[src/rtl/dmem_mmio_responder_pkg.sv]
// dmem_pkg: shared constants and types for the data-memory / MMIO responder.
//   - MMIO word offsets inside the 256-byte window
//   - STATUS register bit indices
//   - OOR_PATTERN, returned for trapped out-of-range RAM reads
//   - cons_status_t, the {full, empty} pair read back from CONSOLE
package dmem_pkg;

  localparam logic [7:0] OFF_CONSOLE = 8'h00;
  localparam logic [7:0] OFF_CYCLE   = 8'h04;
  localparam logic [7:0] OFF_HALT    = 8'h08;
  localparam logic [7:0] OFF_STATUS  = 8'h0C;

  localparam int ST_OVERFLOW = 0;
  localparam int ST_OOR      = 1;

  localparam logic [31:0] OOR_PATTERN = 32'hDEAD_BEEF;

  typedef struct packed {
    logic full;
    logic empty;
  } cons_status_t;

endpackage

[src/rtl/dmem_mmio_responder_if.sv]
// Data-memory bus between the core (master) and the responder (slave).
//   memwrite  : write strobe, sampled at posedge clk
//   aluout    : byte address, bits [1:0] ignored
//   writedata : write data
//   readdata  : read data, combinational from aluout and responder state
// There is no handshake: every access completes in the cycle it is presented.
interface dmem_mmio_responder_if;
  logic        memwrite;
  logic [31:0] aluout;
  logic [31:0] writedata;
  logic [31:0] readdata;

  modport master (output memwrite, output aluout, output writedata, input readdata);
  modport slave  (input memwrite, input aluout, input writedata, output readdata);
endinterface

[src/rtl/dmem_mmio_responder_console_fifo.sv]
// console_fifo: synchronous FIFO for the console TX path.
//   clk, reset      : clock, asynchronous active-low reset (flushes contents)
//   push, din       : write side; a push is taken if not full or if a pop
//                     happens in the same cycle
//   full, empty     : occupancy flags
//   drop            : push refused this cycle (FIFO full, no pop)
//   valid, ready    : drain handshake; a byte moves when valid && ready.
//                     valid stays high and dout stays constant until ready.
//   dout            : head byte, read from registered storage
module console_fifo #(
  parameter int DEPTH = 4,
  parameter int WIDTH = 8
) (
  input  logic             clk,
  input  logic             reset,
  input  logic             push,
  input  logic [WIDTH-1:0] din,
  output logic             full,
  output logic             empty,
  output logic             drop,
  output logic             valid,
  input  logic             ready,
  output logic [WIDTH-1:0] dout
);

  localparam int PW = $clog2(DEPTH);

  logic [WIDTH-1:0] mem [DEPTH];
  logic [PW-1:0]    rd_ptr;
  logic [PW-1:0]    wr_ptr;
  logic [PW:0]      count;
  logic             pop;
  logic             accept;

  assign full   = (count == (PW+1)'(DEPTH));
  assign empty  = (count == '0);
  assign valid  = !empty;
  assign pop    = valid && ready;
  // When full, a simultaneous pop frees the head slot, which is exactly the
  // slot wr_ptr points at, so the new byte lands behind all older ones.
  assign accept = push && (!full || pop);
  assign drop   = push && !accept;
  assign dout   = mem[rd_ptr];

  always_ff @(posedge clk or negedge reset) begin
    if (!reset) begin
      for (int i = 0; i < DEPTH; i++) mem[i] <= '0;
      rd_ptr <= '0;
      wr_ptr <= '0;
      count  <= '0;
    end else begin
      if (accept) begin
        mem[wr_ptr] <= din;
        wr_ptr      <= wr_ptr + 1'b1;
      end
      if (pop) rd_ptr <= rd_ptr + 1'b1;
      count <= count + {{PW{1'b0}}, accept} - {{PW{1'b0}}, pop};
    end
  end

endmodule

[src/rtl/dmem_mmio_responder.sv]
// dmem_mmio_responder: data-memory responder beside the core.
// Holds a word RAM plus a 256-byte MMIO window at MMIO_BASE:
//   0x00 CONSOLE  read {30'b0, full, empty}; write pushes writedata[7:0]
//   0x04 CYCLE    free-running counter, frozen while halted, loadable
//   0x08 HALT     first write latches halt_code and sets halt
//   0x0C STATUS   bit0 overflow, bit1 oor; write-1-to-clear, set wins
// Ports:
//   clk, reset          : clock, asynchronous active-low reset
//   bus (slave)         : memwrite / aluout / writedata in, readdata out
//   cons_data/valid     : console byte stream out, ready from the sink
//   halt, halt_code     : sticky halt flag and its code
// Build option DMEM_OOR_TRAP_EN: RAM addresses >= DEPTH_WORDS*4 read
// OOR_PATTERN, drop writes and set STATUS.oor instead of aliasing.
module dmem_mmio_responder
  import dmem_pkg::*;
#(
  parameter int          DEPTH_WORDS = 64,
  parameter logic [31:0] MMIO_BASE   = 32'hFFFF_FF00,
  parameter int          FIFO_DEPTH  = 4
) (
  input  logic                  clk,
  input  logic                  reset,
  dmem_mmio_responder_if.slave  bus,
  output logic [7:0]            cons_data,
  output logic                  cons_valid,
  input  logic                  cons_ready,
  output logic                  halt,
  output logic [31:0]           halt_code
);

  localparam int AW = $clog2(DEPTH_WORDS);

  logic [31:0]   ram [DEPTH_WORDS];
  logic [AW-1:0] ram_idx;
  logic          is_mmio;
  logic          oor;
  logic          ram_we;
  logic          sel_console, sel_cycle, sel_halt, sel_status;
  logic          fifo_full, fifo_empty, fifo_drop;
  logic [31:0]   cycle_q;
  logic [1:0]    status_q;
  logic [1:0]    status_set;
  logic [1:0]    status_clr;
  cons_status_t  cons_st;
  logic          unused_addr_lsbs;

  // Byte-lane bits are meaningless for whole-word accesses.
  assign unused_addr_lsbs = ^bus.aluout[1:0];

  assign is_mmio = (bus.aluout[31:8] == MMIO_BASE[31:8]);
  assign ram_idx = bus.aluout[AW+1:2];

`ifdef DMEM_OOR_TRAP_EN
  localparam logic [31:0] RAM_BYTES = 32'(DEPTH_WORDS * 4);
  assign oor = !is_mmio && (bus.aluout >= RAM_BYTES);
`else
  assign oor = 1'b0;
`endif

  assign sel_console = is_mmio && (bus.aluout[7:2] == OFF_CONSOLE[7:2]);
  assign sel_cycle   = is_mmio && (bus.aluout[7:2] == OFF_CYCLE[7:2]);
  assign sel_halt    = is_mmio && (bus.aluout[7:2] == OFF_HALT[7:2]);
  assign sel_status  = is_mmio && (bus.aluout[7:2] == OFF_STATUS[7:2]);

  assign ram_we = bus.memwrite && !is_mmio && !oor;

  assign cons_st.full  = fifo_full;
  assign cons_st.empty = fifo_empty;

  console_fifo #(
    .DEPTH (FIFO_DEPTH),
    .WIDTH (8)
  ) u_fifo (
    .clk   (clk),
    .reset (reset),
    .push  (bus.memwrite && sel_console),
    .din   (bus.writedata[7:0]),
    .full  (fifo_full),
    .empty (fifo_empty),
    .drop  (fifo_drop),
    .valid (cons_valid),
    .ready (cons_ready),
    .dout  (cons_data)
  );

  // RAM has no reset; a write presented while reset is low is discarded.
  always_ff @(posedge clk) begin
    if (reset && ram_we) ram[ram_idx] <= bus.writedata;
  end

  always_comb begin
    bus.readdata = 32'h0;
    if (is_mmio) begin
      if (sel_console)     bus.readdata = {30'b0, cons_st};
      else if (sel_cycle)  bus.readdata = cycle_q;
      else if (sel_halt)   bus.readdata = halt_code;
      else if (sel_status) bus.readdata = {30'b0, status_q};
    end else if (oor) begin
      bus.readdata = OOR_PATTERN;
    end else begin
      bus.readdata = ram[ram_idx];
    end
  end

  always_comb begin
    status_set              = 2'b00;
    status_set[ST_OVERFLOW] = fifo_drop;
    // Any trapped RAM-region access flags oor, read or write.
    status_set[ST_OOR]      = oor;
    status_clr              = (bus.memwrite && sel_status) ? bus.writedata[1:0] : 2'b00;
  end

  always_ff @(posedge clk or negedge reset) begin
    if (!reset) begin
      cycle_q   <= 32'h0;
      halt      <= 1'b0;
      halt_code <= 32'h0;
      status_q  <= 2'b00;
    end else begin
      if (bus.memwrite && sel_cycle) cycle_q <= bus.writedata;
      else if (!halt)                cycle_q <= cycle_q + 32'h1;

      if (bus.memwrite && sel_halt && !halt) begin
        halt      <= 1'b1;
        halt_code <= bus.writedata;
      end

      status_q <= (status_q & ~status_clr) | status_set;
    end
  end

endmodule

[src/flat_wrapper.sv]
// flat-port wrapper written by rule: the top's interface ports become plain ports
module dmem_mmio_responder_flat import dmem_pkg::*;
#(
  parameter int          DEPTH_WORDS = 64,
  parameter logic [31:0] MMIO_BASE   = 32'hFFFF_FF00,
  parameter int          FIFO_DEPTH  = 4
)
  (clk, reset, cons_data, cons_valid, cons_ready, halt, halt_code, bus_memwrite, bus_aluout, bus_writedata, bus_readdata);
  dmem_mmio_responder_if bus_i ();
  input  logic clk;
  input  logic reset;
  output logic [7:0] cons_data;
  output logic cons_valid;
  input  logic cons_ready;
  output logic halt;
  output logic [31:0] halt_code;
  input wire logic [$bits(bus_i.memwrite)-1:0] bus_memwrite;
  input wire logic [$bits(bus_i.aluout)-1:0] bus_aluout;
  input wire logic [$bits(bus_i.writedata)-1:0] bus_writedata;
  output wire logic [$bits(bus_i.readdata)-1:0] bus_readdata;
  assign bus_i.memwrite = bus_memwrite;
  assign bus_i.aluout = bus_aluout;
  assign bus_i.writedata = bus_writedata;
  assign bus_readdata = bus_i.readdata;
  dmem_mmio_responder #(.DEPTH_WORDS(DEPTH_WORDS), .MMIO_BASE(MMIO_BASE), .FIFO_DEPTH(FIFO_DEPTH)) u_core (.clk(clk), .reset(reset), .bus(bus_i), .cons_data(cons_data), .cons_valid(cons_valid), .cons_ready(cons_ready), .halt(halt), .halt_code(halt_code));
endmodule
[config.mk]
export PLATFORM = sky130hd
export DESIGN_NAME = dmem_mmio_responder_flat
export DESIGN_NICKNAME = d
export VERILOG_FILES = /design/src/rtl/dmem_mmio_responder_pkg.sv /design/src/rtl/dmem_mmio_responder_if.sv /design/src/rtl/dmem_mmio_responder_console_fifo.sv /design/src/rtl/dmem_mmio_responder.sv /design/src/flat_wrapper.sv
export SDC_FILE = /design/constraint.sdc
export NUM_CORES = 2
export LEC_CHECK = 0
export BUFFER_PORTS_ARGS = -buffer_cell sky130_fd_sc_hd__buf_2
export CAP_MARGIN = 20
export CORE_MARGIN = 2
export CORE_UTILIZATION = 40
export DETAILED_ROUTE_END_ITERATION = 12
export PLACE_DENSITY = 0.58
export SYNTH_ARGS = -nofsm -noshare
export SYNTH_HDL_FRONTEND = slang
export SYNTH_HIERARCHICAL = 1
export SYNTH_SLANG_ARGS = --single-unit
[constraint.sdc]
create_clock -name clk -period 8.1 [get_ports clk]
set_clock_uncertainty 0.05 [all_clocks]
set_input_delay 1.62 -clock clk [delete_from_list [all_inputs] [get_ports clk]]
set_output_delay 1.62 -clock clk [all_outputs]
set_load 0.02 [all_outputs]
==> impl_metrics.csv <==
group,metric,value,unit
detailed_routing,viasPerCell,5.966,
power_and_ir_drop,sw_frac_of_total,0.2280,
setup_path,cp-start-kind,"primary input",
floorplanning,die_w,462.5,um
yosys,syn_area_per_cell,19.57,um^2
sta,worst_pin_slew,1.198,ns
place,dpl-instance-area,89620,um^2
clock_tree,post_cts_buffers,0,
detailed_routing,wire_per_inst,33.10,um
yosys,synth-xor-area-share,0.003750,
power_and_ir_drop,ir_worst_vdd,0.1807,mV
global_route,grt_pass1_vias,43840,
yosys,synth_area_leaders,"edfxtp_1, mux4_2, mux2i_1",
sta,rsz0062_at_grt,"no",
clock_tree,cts.sinks,2154,
power_and_ir_drop,clkPwrFrac,0.412,
floorplanning,die-height,462.5,um
yosys,synth_compound_area_frac,0.04844,
clock_tree,cts_hold_buf,0,
yosys,ys.flop_type,"edfxtp_1",
detailed_routing,ant_nets,0,
setup_path,path_class,"primary input to output pin",
yosys,ys_seq_area_frac,0.7630,
yosys,syn-num-nets,4372,
final_layout,ff_latch_area,64150,um^2
setup_path,arrival,5.28,ns
floorplanning,initial_core_util,0.4016,
yosys,synth.area.mux_share,0.1402,
detailed_routing,first_iter_violations,6921,
power_and_ir_drop,pwr-share-seq,0.529,
sta,hold_viol,0,
detailed_routing,routed_wl,252900,um
power_and_ir_drop,p_int,17.95,mW
run,maxCapViolCount,0,
power_and_ir_drop,powerDensity,241.2,nW/um^2
power_and_ir_drop,power_frac_comb,0.060,
clock_tree,clk_latency,0.86,ns
yosys,synth_area_leader_cell,"edfxtp_1",
clock_tree,htreeDepth,4,
setup_path,cp-end-kind,"output pin",
clock_tree,clk_path_buf_depth,3,
yosys,synthSimpleGateAreaFrac,0.02628,
yosys,synth_top_family_by_area,"multiplexers",
yosys,postSynthRegisterBits,2154,
final_layout,final_cell_area,96400,um^2
run_status,status,"completed",
sta,min_period_over_period,0.8582,
yosys,post_synth_num_cell_types,71,
global_route,grt_start_max_net_pins,82,
sta,slew_headroom,0.1946,
floorplanning,io_pins,142,
power_and_ir_drop,p_sw,5.301,mW
final_layout,fin_nets,4724,
clock_tree,cts_tree,"yes",
place,io_buffers,139,
yosys,ys_warn_count,6,
place,gp_routability_congestion,0.8769,
place,dpl.hpwl,149000,um
floorplanning,rows,168,
yosys,syn_area,84080,um^2
sta,setup_ws,1.148,ns
final_layout,n_fill_cell,17690,
worst_hold_path,hold_class,"register to register",
detailed_routing,drc,0,
floorplanning,core_area,209400,um^2
sta,setup-tns-final,0,ns
floorplanning,die_area,213900,um^2
sta,fmax,143.9,MHz
clock_tree,cts_root_buffer,"clkbuf_16",
setup_path,path_max_fanout,11,
global_route,grt_antenna_before_repair,27,
clock_tree,cts_resized,0,
yosys,synth-edff-count,2048,
clock_tree,cts_made_buffers,217,
sta,holdWs,0.4579,ns
detailed_routing,num_vias,45570,
yosys,synth_top_area_share,0.7314,
setup_path,critPathRequiredTime,6.43,ns
clock_tree,clk_pin_slew,0.06,ns
sta,drv_slew,0,
detailed_routing,drt_first_pass_iters,6,
global_route,grt_overflow,0,
final_layout,drive_gt1_frac,0.2518,
sta,min_period,6.952,ns
global_route,grt_pass1_wl,349000,um
global_route,grt_usage,0.2311,
yosys,synthAdderAreaFrac,0.001131,
final_layout,multi_input_area,19070,um^2
final_layout,area_delta_synth_final,14.65,%
power_and_ir_drop,p_leak,31.53,nW
sta,setup_viol,0,
place,pre_cts_slack,1.285,ns
yosys,async_reset_ff_frac,0.04921,
yosys,synthCells,4297,
synthesized netlist by cell type, types with 63 or more instances:
cell type,instances
buf_2,73
o21ai_0,73
a21oi_1,104
nand3_1,79
buf_4,63
mux2i_1,343
clkbuf_1,91
dfrtp_1,106
mux4_2,301
mux2_2,97
a22oi_1,174
edfxtp_1,2048
o22ai_1,98
nor2_1,131
nand2_1,99
registers in the layout, indices dropped and copies added (netlist names):
name / count
u_core/halt_code: 32
u_core/u_fifo/count: 3
u_core/status_q: 2
u_core/ram: 2048
u_core/u_fifo/mem: 32
u_core/u_fifo/rd_ptr: 2
u_core/u_fifo/wr_ptr: 2
u_core/halt: 1
u_core/cycle_q: 32
path summary, 6_finish.rpt:
| check | startpoint | endpoint | slack [ns] | cells past startpoint |
|---|---|---|---|---|
| max | bus_aluout[5] | bus_readdata[10] | 1.15 | 9 |
| min | u_core/u_fifo/mem[8] | u_core/u_fifo/mem[8] | 0.46 | 1 |
| max reg2reg | u_core/halt | u_core/cycle_q[28] | 5.61 | 6 |
| min reg2reg | u_core/u_fifo/mem[8] | u_core/u_fifo/mem[8] | 0.46 | 1 |
| max in group asynchronous | reset | u_core/cycle_q[6] | 5.91 | 2 |
| min in group asynchronous | reset | u_core/u_fifo/mem[5] | 0.68 | 1 |
routing by layer:
| layer | routed length [um] | GRT usage | vias to the layer above |
|---|---|---|---|
| li1 | - | - | 18480 |
| met1 | 103800 | 0.3304 | 24340 |
| met2 | 119000 | 0.3652 | 2394 |
| met3 | 23810 | 0.04326 | 348 |
| met4 | 6196 | 0.05971 | 8 |
| met5 | 48 | 0 | - |
stage by stage:
| step | utilization | std cells | total power [mW] |
|---|---|---|---|
| after floorplan | - | 4297 | 13.17 |
| after global placement | 0.4278 | 7230 | 13.89 |
| after detailed placement | 0.4281 | 7232 | 13.91 |
| after CTS | 0.4601 | 7627 | 23.39 |
| after global routing | 0.4603 | 7630 | 23.88 |
| final | 0.4604 | 7639 | 23.26 |
critical path: stages:
cell and delay [ns]:
buf_2 0.38, inv_2 0.40, nand2_2 0.59, buf_4 0.34
o22ai_1 0.11, nor4_2 0.98, a221oi_1 0.32, o21ai_0 0.23
buf_2 0.22
power by group through the flow:
stage | clock (mW) | sequential (mW) | combinational, mW
after floorplan | 0 | 12.5 | 0.677
after global placement | 0 | 12.5 | 1.36
after detailed placement | 0 | 12.5 | 1.38
after CTS | 9.71 | 12.3 | 1.38
after global routing | 10.1 | 12.3 | 1.44
final | 9.58 | 12.3 | 1.39
placed cells by master (no fill, tap or decap), drive strengths merged, types with 13 or more instances in the layout:
master,count
edfxtp,2048
buf,388
mux2i,343
mux4,301
clkbuf,263
a22oi,174
nor2,133
mux2,129
clkinv,107
dfrtp,106
a21oi,104
nand2,101
o22ai,98
nand3,79
o21ai,73
nor3,39
o221ai,33
a221oi,31
nand4,26
inv,25
nor4,20
xor2,19
xnor2,17
nor2b,16
a211oi,14
a22o,13
logic make-up (layout without fill, tap and decap cells):
| group | after synthesis | count (layout) |
|---|---|---|
| AND/OR/NAND/NOR | 459 | 459 |
| XOR/XNOR | 36 | 36 |
| buffers and inverters | 272 | 800 |
| multiplexers | 773 | 773 |
| AO/OA/AOI/OAI | 596 | 596 |
| flip-flops | 2154 | 2154 |
| other | 0 | 9 |
| adder cells (fa/ha/maj) | 7 | 7 |
final cells by class:
class / instances / area share
Antenna cell: 9 / 0.0002336
Clock buffer: 262 / 0.05808
Clock inverter: 133 / 0.01153
Inverter: 16 / 0.0006230
Multi-Input combinational cell: 1871 / 0.1978
Sequential cell: 2154 / 0.6655
Tap cell: 2805 / 0.03641
Timing Repair Buffer: 389 / 0.02981
(Power assumes the default switching activity.)
